===== config.mk =====
export PLATFORM = sky130hd
export DESIGN_NAME = fetch_unit
export DESIGN_NICKNAME = d
export VERILOG_FILES = /design/src/rtl/fetch_unit.sv
export SDC_FILE = /design/constraint.sdc
export NUM_CORES = 1
export LEC_CHECK = 0
export CORE_ASPECT_RATIO = 1.1
export CORE_MARGIN = 5
export CORE_UTILIZATION = 55
export DETAILED_ROUTE_END_ITERATION = 10
export PLACE_DENSITY = 0.87
export SLEW_MARGIN = 20
export SYNTH_ARGS = -nofsm -noshare
export SYNTH_HDL_FRONTEND = slang
export SYNTH_SLANG_ARGS = --single-unit

===== constraint.sdc =====
create_clock -name clk -period 2.3 [get_ports clk]
set_input_delay 0.23 -clock clk [delete_from_list [all_inputs] [get_ports clk]]
set_output_delay 0.23 -clock clk [all_outputs]
set_load 0.01 [all_outputs]

===== src/rtl/fetch_unit.sv =====
//==============================================================================
// Module      : fetch_unit
// Description : Instruction fetch stage with PC, local control transfers
//               (GOTO/CALL/RETURN) on a circular return stack, and skip squash.
// Revision    : 1.0 - initial release
//==============================================================================
`default_nettype none

module fetch_unit #(
    parameter int PC_W         = 8,
    parameter int STACK_DEPTH  = 2,
    parameter int RESET_VECTOR = 0
) (
    input  logic            clk,
    input  logic            rst_n,
    input  logic            stall,
    input  logic            skip_req,
    output logic [PC_W-1:0] pm_addr,
    input  logic [15:0]     pm_data,
    output logic [7:0]      inst_reg,
    output logic [7:0]      operand,
    output logic            inst_valid,
    output logic            stack_err
);

    localparam int                c_SP_W   = $clog2(STACK_DEPTH);
    localparam int                c_CNT_W  = 8;
    localparam logic [PC_W-1:0]   c_RST_PC = PC_W'(RESET_VECTOR);
    localparam logic [c_CNT_W-1:0] c_FULL  = c_CNT_W'(STACK_DEPTH);

    typedef enum logic [0:0] {
        S_FILL = 1'b0,
        S_RUN  = 1'b1
    } state_t;

    state_t              r_state, w_state_nxt;
    logic [PC_W-1:0]     r_pc, w_pc_nxt, w_pc_inc;
    logic [7:0]          r_inst, w_inst_nxt;
    logic [7:0]          r_opnd, w_opnd_nxt;
    logic                r_valid, w_valid_nxt;
    logic                r_skip;
    logic                r_err;
    logic [15:0]         r_hold;
    logic                r_held;
    logic [15:0]         w_word;
    logic                w_load, w_push, w_pop;
    logic [PC_W-1:0]     r_stack [STACK_DEPTH];
    logic [c_SP_W-1:0]   r_sp, w_sp_dec;
    // Nesting depth, kept beyond STACK_DEPTH so returns keep unwinding the
    // circular buffer after an overflow until the true depth reaches zero.
    logic [c_CNT_W-1:0]  r_cnt;

    assign pm_addr    = r_pc;
    assign inst_reg   = r_inst;
    assign operand    = r_opnd;
    assign inst_valid = r_valid;
    assign stack_err  = r_err;

    // While stalled, memory re-reads pc, so the word for pc-1 is parked here.
    assign w_word   = r_held ? r_hold : pm_data;
    assign w_pc_inc = r_pc + 1'b1;
    assign w_sp_dec = r_sp - 1'b1;

    always_comb begin
        w_state_nxt = r_state;
        w_pc_nxt    = r_pc;
        w_inst_nxt  = r_inst;
        w_opnd_nxt  = r_opnd;
        w_valid_nxt = r_valid;
        w_load      = 1'b0;
        w_push      = 1'b0;
        w_pop       = 1'b0;
        if (!stall) begin
            case (r_state)
                S_FILL: begin
                    w_inst_nxt  = 8'h00;
                    w_valid_nxt = 1'b0;
                    w_pc_nxt    = w_pc_inc;
                    w_state_nxt = S_RUN;
                end
                default: begin
                    w_load     = 1'b1;
                    w_pc_nxt   = w_pc_inc;
                    w_opnd_nxt = w_word[7:0];
                    if (r_skip) begin
                        w_inst_nxt  = 8'h00;
                        w_valid_nxt = 1'b0;
                    end else if (w_word[15:14] == 2'b10) begin
                        w_inst_nxt  = 8'h00;
                        w_valid_nxt = 1'b0;
                        case (w_word[13:12])
                            2'b00: begin
                                w_pc_nxt    = w_word[PC_W-1:0];
                                w_state_nxt = S_FILL;
                            end
                            2'b01: begin
                                w_push      = 1'b1;
                                w_pc_nxt    = w_word[PC_W-1:0];
                                w_state_nxt = S_FILL;
                            end
                            2'b10: begin
                                w_pop       = 1'b1;
                                w_pc_nxt    = (r_cnt == '0) ? c_RST_PC : r_stack[w_sp_dec];
                                w_state_nxt = S_FILL;
                            end
                            default: ;
                        endcase
                    end else begin
                        w_inst_nxt  = w_word[15:8];
                        w_valid_nxt = 1'b1;
                    end
                end
            endcase
        end
    end

    always_ff @(posedge clk or negedge rst_n) begin
        if (!rst_n) begin
            r_state <= S_FILL;
            r_pc    <= c_RST_PC;
            r_inst  <= 8'h00;
            r_opnd  <= 8'h00;
            r_valid <= 1'b0;
            r_skip  <= 1'b0;
            r_err   <= 1'b0;
            r_hold  <= 16'h0000;
            r_held  <= 1'b0;
            r_sp    <= '0;
            r_cnt   <= '0;
        end else begin
            r_state <= w_state_nxt;
            r_pc    <= w_pc_nxt;
            r_inst  <= w_inst_nxt;
            r_opnd  <= w_opnd_nxt;
            r_valid <= w_valid_nxt;
            r_skip  <= skip_req | (r_skip & ~w_load);
            if (stall) begin
                if (!r_held) begin
                    r_hold <= pm_data;
                    r_held <= 1'b1;
                end
            end else begin
                r_held <= 1'b0;
            end
            if (w_push) begin
                r_sp <= r_sp + 1'b1;
                if (r_cnt >= c_FULL) begin
                    r_err <= 1'b1;
                end
                if (r_cnt != '1) begin
                    r_cnt <= r_cnt + 1'b1;
                end
            end
            if (w_pop) begin
                if (r_cnt == '0) begin
                    r_err <= 1'b1;
                end else begin
                    r_sp  <= w_sp_dec;
                    r_cnt <= r_cnt - 1'b1;
                end
            end
        end
    end

    always_ff @(posedge clk) begin
        if (w_push) begin
            r_stack[r_sp] <= r_pc;
        end
    end

endmodule

`default_nettype wire


Yosys cells after proc, flatten, opt, wreduce, memory -nomap -nowiden --
Memory sizes are Yosys's and may differ from the RTL's. Index checks and enable logic that the tools add are counted.
Word-level totals: register bits 54, RAM bits 16, bits of input ports 20, output and inout port bits 26, logic and storage cells 73, memories kept 1
Cells by class: add/subtract/negate cells 5, $lt $le $gt $ge 1, equality and inequality tests 4, muxes and demuxes 42, bitwise operators 4, reductions and logical operators 5
Memories:
- r_stack | depth 2, width 8, read ports 1, clocked after memory_dff 0, write ports 1, line 47 | logic [PC_W-1:0] r_stack [STACK_DEPTH];
Operators by type and width (number):
- two-way mux 8 bit | 11
- two-way mux 1 bit | 29
- adder 8 x 1 -> 8 bit, second input constant | 2
- two-way mux 16 bit | 1
- one-hot mux 8 bit (2 select lines) | 1
- >= comparator 8 x 2 -> 1 bit, second input constant | 1
- zero test 8 bit | 1
- inequality test 8 bit, second input constant | 1
- subtractor 8 x 1 -> 8 bit, second input constant | 1
- == test 2 bit, second input constant | 2
- OR reduction 3 bit | 1
- == test 2 x 1 -> 1 bit, second input constant | 1
- zero test 2 bit | 1
- inverter 1 bit | 2
- AND reduction 2 bit | 1
- OR reduction 2 bit | 1
- adder 1 bit, second input constant | 1
- AND 1 bit | 1
- bitwise OR 1 bit | 1
- subtractor 1 bit, second input constant | 1

Longest topological paths before layout --
depth after elaboration 10, gate-level depth with buffers 7, mapped depth without buffers 6

Worst setup path before layout --
OpenSTA, ideal clock, no wires.
path type register to register, start point reg r_held, end point reg r_pc[2], in the netlist pm_addr[2], setup time 0.126 ns, arrival time 1.863 ns, data required time 2.174 ns, path slack 0.311 ns, stages on the path, launching flop included 7, path buffers 1, period minus slack after synthesis 1.989 ns, path through dfrtp_1 > buf_6 > or3b_4 > a2111oi_4 > or2_4 > nor3b_1 > a221o_1
Between the ends: cells in the longest elaborated chain, start to end 7, elaborated cells between the ends (all ways) 10, those cells by class eq/ne (3); mux (5); reduce/logical (2)
Ends and longest elaborated chain:
- from (decl) | line 44 | logic r_held;
- from (signal assigned) | line 127 | r_held <= 1'b0;
- from (signal assigned) | line 140 | r_held <= 1'b1;
- from (signal assigned) | line 143 | r_held <= 1'b0;
- two-way mux 16 bit (*)
- == test 2 x 1 -> 1 bit / zero test 2 bit (equally long branches) | line 91 | case (w_word[13:12])
- OR reduction 2 bit (no source line)
- one-hot mux 8 bit (2 select lines) | line 91
- two-way mux 8 bit (*) | line 88 | end else if (w_word[15:14] == 2'b10) begin
- two-way mux 8 bit (*) | line 85 | if (r_skip) begin
- two-way mux 8 bit (*) | line 74 | case (r_state)
- to (signal assigned) | line 120 | r_pc <= c_RST_PC;
- to (signal assigned) | line 132 | r_pc <= w_pc_nxt;
- to (decl) | line 37 | logic [PC_W-1:0] r_pc, w_pc_nxt, w_pc_inc;
Every way passes the cells marked *; elsewhere a longest branch is shown, timed or not. A chain may end at the register's enable or synchronous reset.

Worst setup path after layout --
start point reg r_held, end point reg r_pc[6], in the netlist pm_addr[6]
Same word-level chain as after synthesis.

==> flow_metrics.env <==
export IMPL_clock_latency_ns=0.35
export IMPL_overflow=0
export IMPL_total_power_mw=3.94
export IMPL_wl_um=7500
export IMPL_final_cells=435
export IMPL_clkPwrFrac=0.268
export IMPL_setup_viol=0
export IMPL_cp_required_ns=2.55
export IMPL_outcome="completed"
export IMPL_slew_headroom=0.549
export IMPL_drtAntennaViolNets=0
export IMPL_num_vias=2567
export IMPL_clockBufferDepth=2
export IMPL_critPathMaxFanout=12
export IMPL_diodes=0
export IMPL_synthFlopType="dfrtp_1"
export IMPL_fmax_mhz=481
export IMPL_first_pass_iters=4
export IMPL_finalClockSkew_ns=0.0102
export IMPL_p_sw_frac=0.325
export IMPL_drive_gt1_frac=0.152
export IMPL_synth_edff_count=16
export IMPL_leakagePower_nw=1.77
export IMPL_numCtsBuffers=9
export IMPL_synth_seq_cells=70
export IMPL_timing_rr_end="pm_addr[6]$_DFFE_PN0N_"
export IMPL_avgSynthCellArea_sq_um=11.7
export IMPL_drv_slew=0
export IMPL_io_pin_count=46
export IMPL_cp_arrival_ns=2.33
export IMPL_start_kind="flop"
export IMPL_path_clk_slew_ns=0.08
export IMPL_async_flop_share=0.771
export IMPL_synth_compound_area_frac=0.143
export IMPL_port_buffer_count=45
export IMPL_synth_top_family_by_area="simple AND/OR/NAND/NOR gates"
export IMPL_antenna_found_initial=0
export IMPL_grt_first_pass_wirelength_um=12800
export IMPL_p_seq_frac=0.463
export IMPL_maxCapViolations=0
export IMPL_syn2layout_area_growth_pct=22.9
export IMPL_period_needed_ns=2.08
export IMPL_reg2reg_slack_ns=0.22
export IMPL_power_density_nw_per_um2=932
export IMPL_rsz0062_at_grt="false"
export IMPL_postCtsSetupRepairBufs=0
export IMPL_r2r_start="r_held$_DFF_PN0_"
export IMPL_dieArea_sq_um=7940
export IMPL_peakVddDrop_mv=0.548
export IMPL_ys_seq_area_frac=0.532
export IMPL_cts_max_level=3
export IMPL_gp_congestion=0.847
export IMPL_cts_tree="done"
export IMPL_reg2regPathDepth=5
export IMPL_cts_root_buf="clkbuf_8"
export IMPL_syn_nets=319
export IMPL_yosysUniqueCellTypes=61
export IMPL_path_class="reg -> reg"
export IMPL_nets=376
export IMPL_grt_pass1_vias=2634
export IMPL_clock_sink_count=70
export IMPL_p_int_mw=2.66
export IMPL_endpoint_kind="flop"
export IMPL_netlist_instances=293
export IMPL_start_util=0.562
export IMPL_drc=0
export IMPL_hold_viol=0
export IMPL_hold_class="in -> async"
export IMPL_die_y_um=93.0
export IMPL_fp_dieW_um=85.4
export IMPL_synthMuxAreaShare=0.122
export IMPL_dp_cells=419
export IMPL_drt_first_iter_violations=157
export IMPL_syn_area_sq_um=3440
export IMPL_switching_power_mw=1.28
export IMPL_place_hpwl_um=5280
export IMPL_routedWlPerCell_um=17.2
export IMPL_utilization=0.691
export IMPL_synth_simple_area_share=0.147
export IMPL_grt_util_all_layers=0.207
export IMPL_synthXorXnorAreaFrac=0.0102
export IMPL_yosys_warnings=0
export IMPL_core_sq_um=6120
export IMPL_grt_max_degree=55
export IMPL_fin_crit_sh=0.904
export IMPL_cts_hold_buffers=0
export IMPL_rows=30
export IMPL_yosys_area_share_adder=0.0218
export IMPL_cts_resized=0
export IMPL_reg_largest_list="r_hold x16, r_stack x16"
export IMPL_worstMarginPinSlew_ns=0.677
export IMPL_vias_per_cell=5.90
export IMPL_hold_slack_ns=0.00493
export IMPL_comb_power_share=0.269
-- synthesized netlist by cell type, types with 2 or more instances --
cell type	count	area share
nor2b_1	3	0.0055
a311oi_1	2	0.0051
nor3_1	2	0.0029
or3b_1	2	0.0051
nor3b_1	3	0.0065
a221o_1	3	0.0087
dfrtp_1	54	0.39
o311ai_0	4	0.010
and3_1	5	0.0091
edfxtp_1	16	0.14
o22ai_1	4	0.0073
a21oi_1	5	0.0073
and2_1	2	0.0036
nand3b_1	2	0.0044
nand4_1	2	0.0036
inv_1	6	0.0065
nor2_1	10	0.011
xor2_1	3	0.0076
nand2b_1	4	0.0073
mux2_2	16	0.052
clkbuf_1	6	0.0065
ha_1	6	0.022
o32ai_1	4	0.010
mux2i_1	24	0.070
a31oi_1	4	0.0073
nand3_1	9	0.013
nand2_1	33	0.036
a32o_1	3	0.0087
o21ai_0	21	0.031
nor4_1	2	0.0036
buf_2	3	0.0044
-- metal layers --
| layer | track usage | vias up | wire, um |
|---|---|---|---|
| li1 | - | 1215 | - |
| met1 | 0.270 | 1235 | 3170 |
| met2 | 0.328 | 101 | 3710 |
| met3 | 0.0427 | 16 | 436 |
| met4 | 0.104 | 0 | 180 |
| met5 | 0 | - | 0 |
-- logic make-up (layout without fill, tap and decap cells) --
group	count (synthesis)	after routing
and+or+nand+nor	91	91
xor gates and xnor gates	4	4
buffers and inverters	18	80
adders and majority gates	6	6
DFF	70	70
AOI/OAI and AO/OA	64	64
muxes	40	40
-- power by group through the flow --
| stage | Sequential, mW | Clock, mW | Combinational [mW] |
|---|---|---|---|
| floorplan | 1.76 | 0 | 0.668 |
| global placement | 1.82 | 0 | 1.03 |
| detailed placement | 1.84 | 0 | 1.05 |
| global route | 1.87 | 1.14 | 1.16 |
| CTS | 1.82 | 1.06 | 1.07 |
| finish | 1.83 | 1.06 | 1.06 |
-- per-stage QoR --
| stage | setup slack (ns) | instance area (sq um) | TNS [ns] |
|---|---|---|---|
| finish | 0.221 | 4230 | 0 |
| global route | 0.0114 | 4230 | 0 |
| detailed placement | -0.0451 | 4020 | -0.628 |
| floorplan | 0.311 | 3440 | 0 |
| global placement | 0.0711 | 4020 | 0 |
| CTS | 0.172 | 4230 | 0 |
-- worst max-delay path, stage by stage (launching register included) --
cell and delay, ns:
dfrtp_1 0.49, or3b_1 0.47, and2_4 0.21, nand2b_4 0.16, or3_1 0.38, a221oi_2 0.27
-- worst max path at each step --
stage / start / endpoint / depth (start not counted) / slack [ns]
3_3_place_gp: pm_data[15] / pm_addr[4]$_DFFE_PN0N_ / 7 / 0.07
4_1_cts: r_held$_DFF_PN0_ / r_stack[1][7]$_DFFE_PP_ / 4 / 0.17
5_1_grt: r_held$_DFF_PN0_ / r_cnt[6]$_DFF_PN0_ / 6 / 0.01
6_report: r_held$_DFF_PN0_ / pm_addr[6]$_DFFE_PN0N_ / 5 / 0.22
2_1_floorplan: r_held$_DFF_PN0_ / pm_addr[2]$_DFFE_PN0N_ / 6 / 0.31
3_5_place_dp: pm_data[15] / r_stack[1][1]$_DFFE_PP_ / 5 / -0.05
-- cell type report --
cell class	instances	area [sq um]
clock buffer	11	131
clock inverter	5	73.8
fill	439	1890
inverter	6	22.5
multi-input combinational	205	1530
sequential	70	1830
tap	80	100
timing repair buffer	58	543
-- cells in the final DEF (no fill, tap or decap), types with 10 or more instances in the layout --
cell type        count
clkdlybuf4s50_1     44
nand2_1             33
dfrtp_1             54
edfxtp_1            16
mux2i_1             24
o21ai_0             21
mux2_2              16
buf_4               13
nor2_1              10
Note: power is estimated with default switching activity, not from simulation.
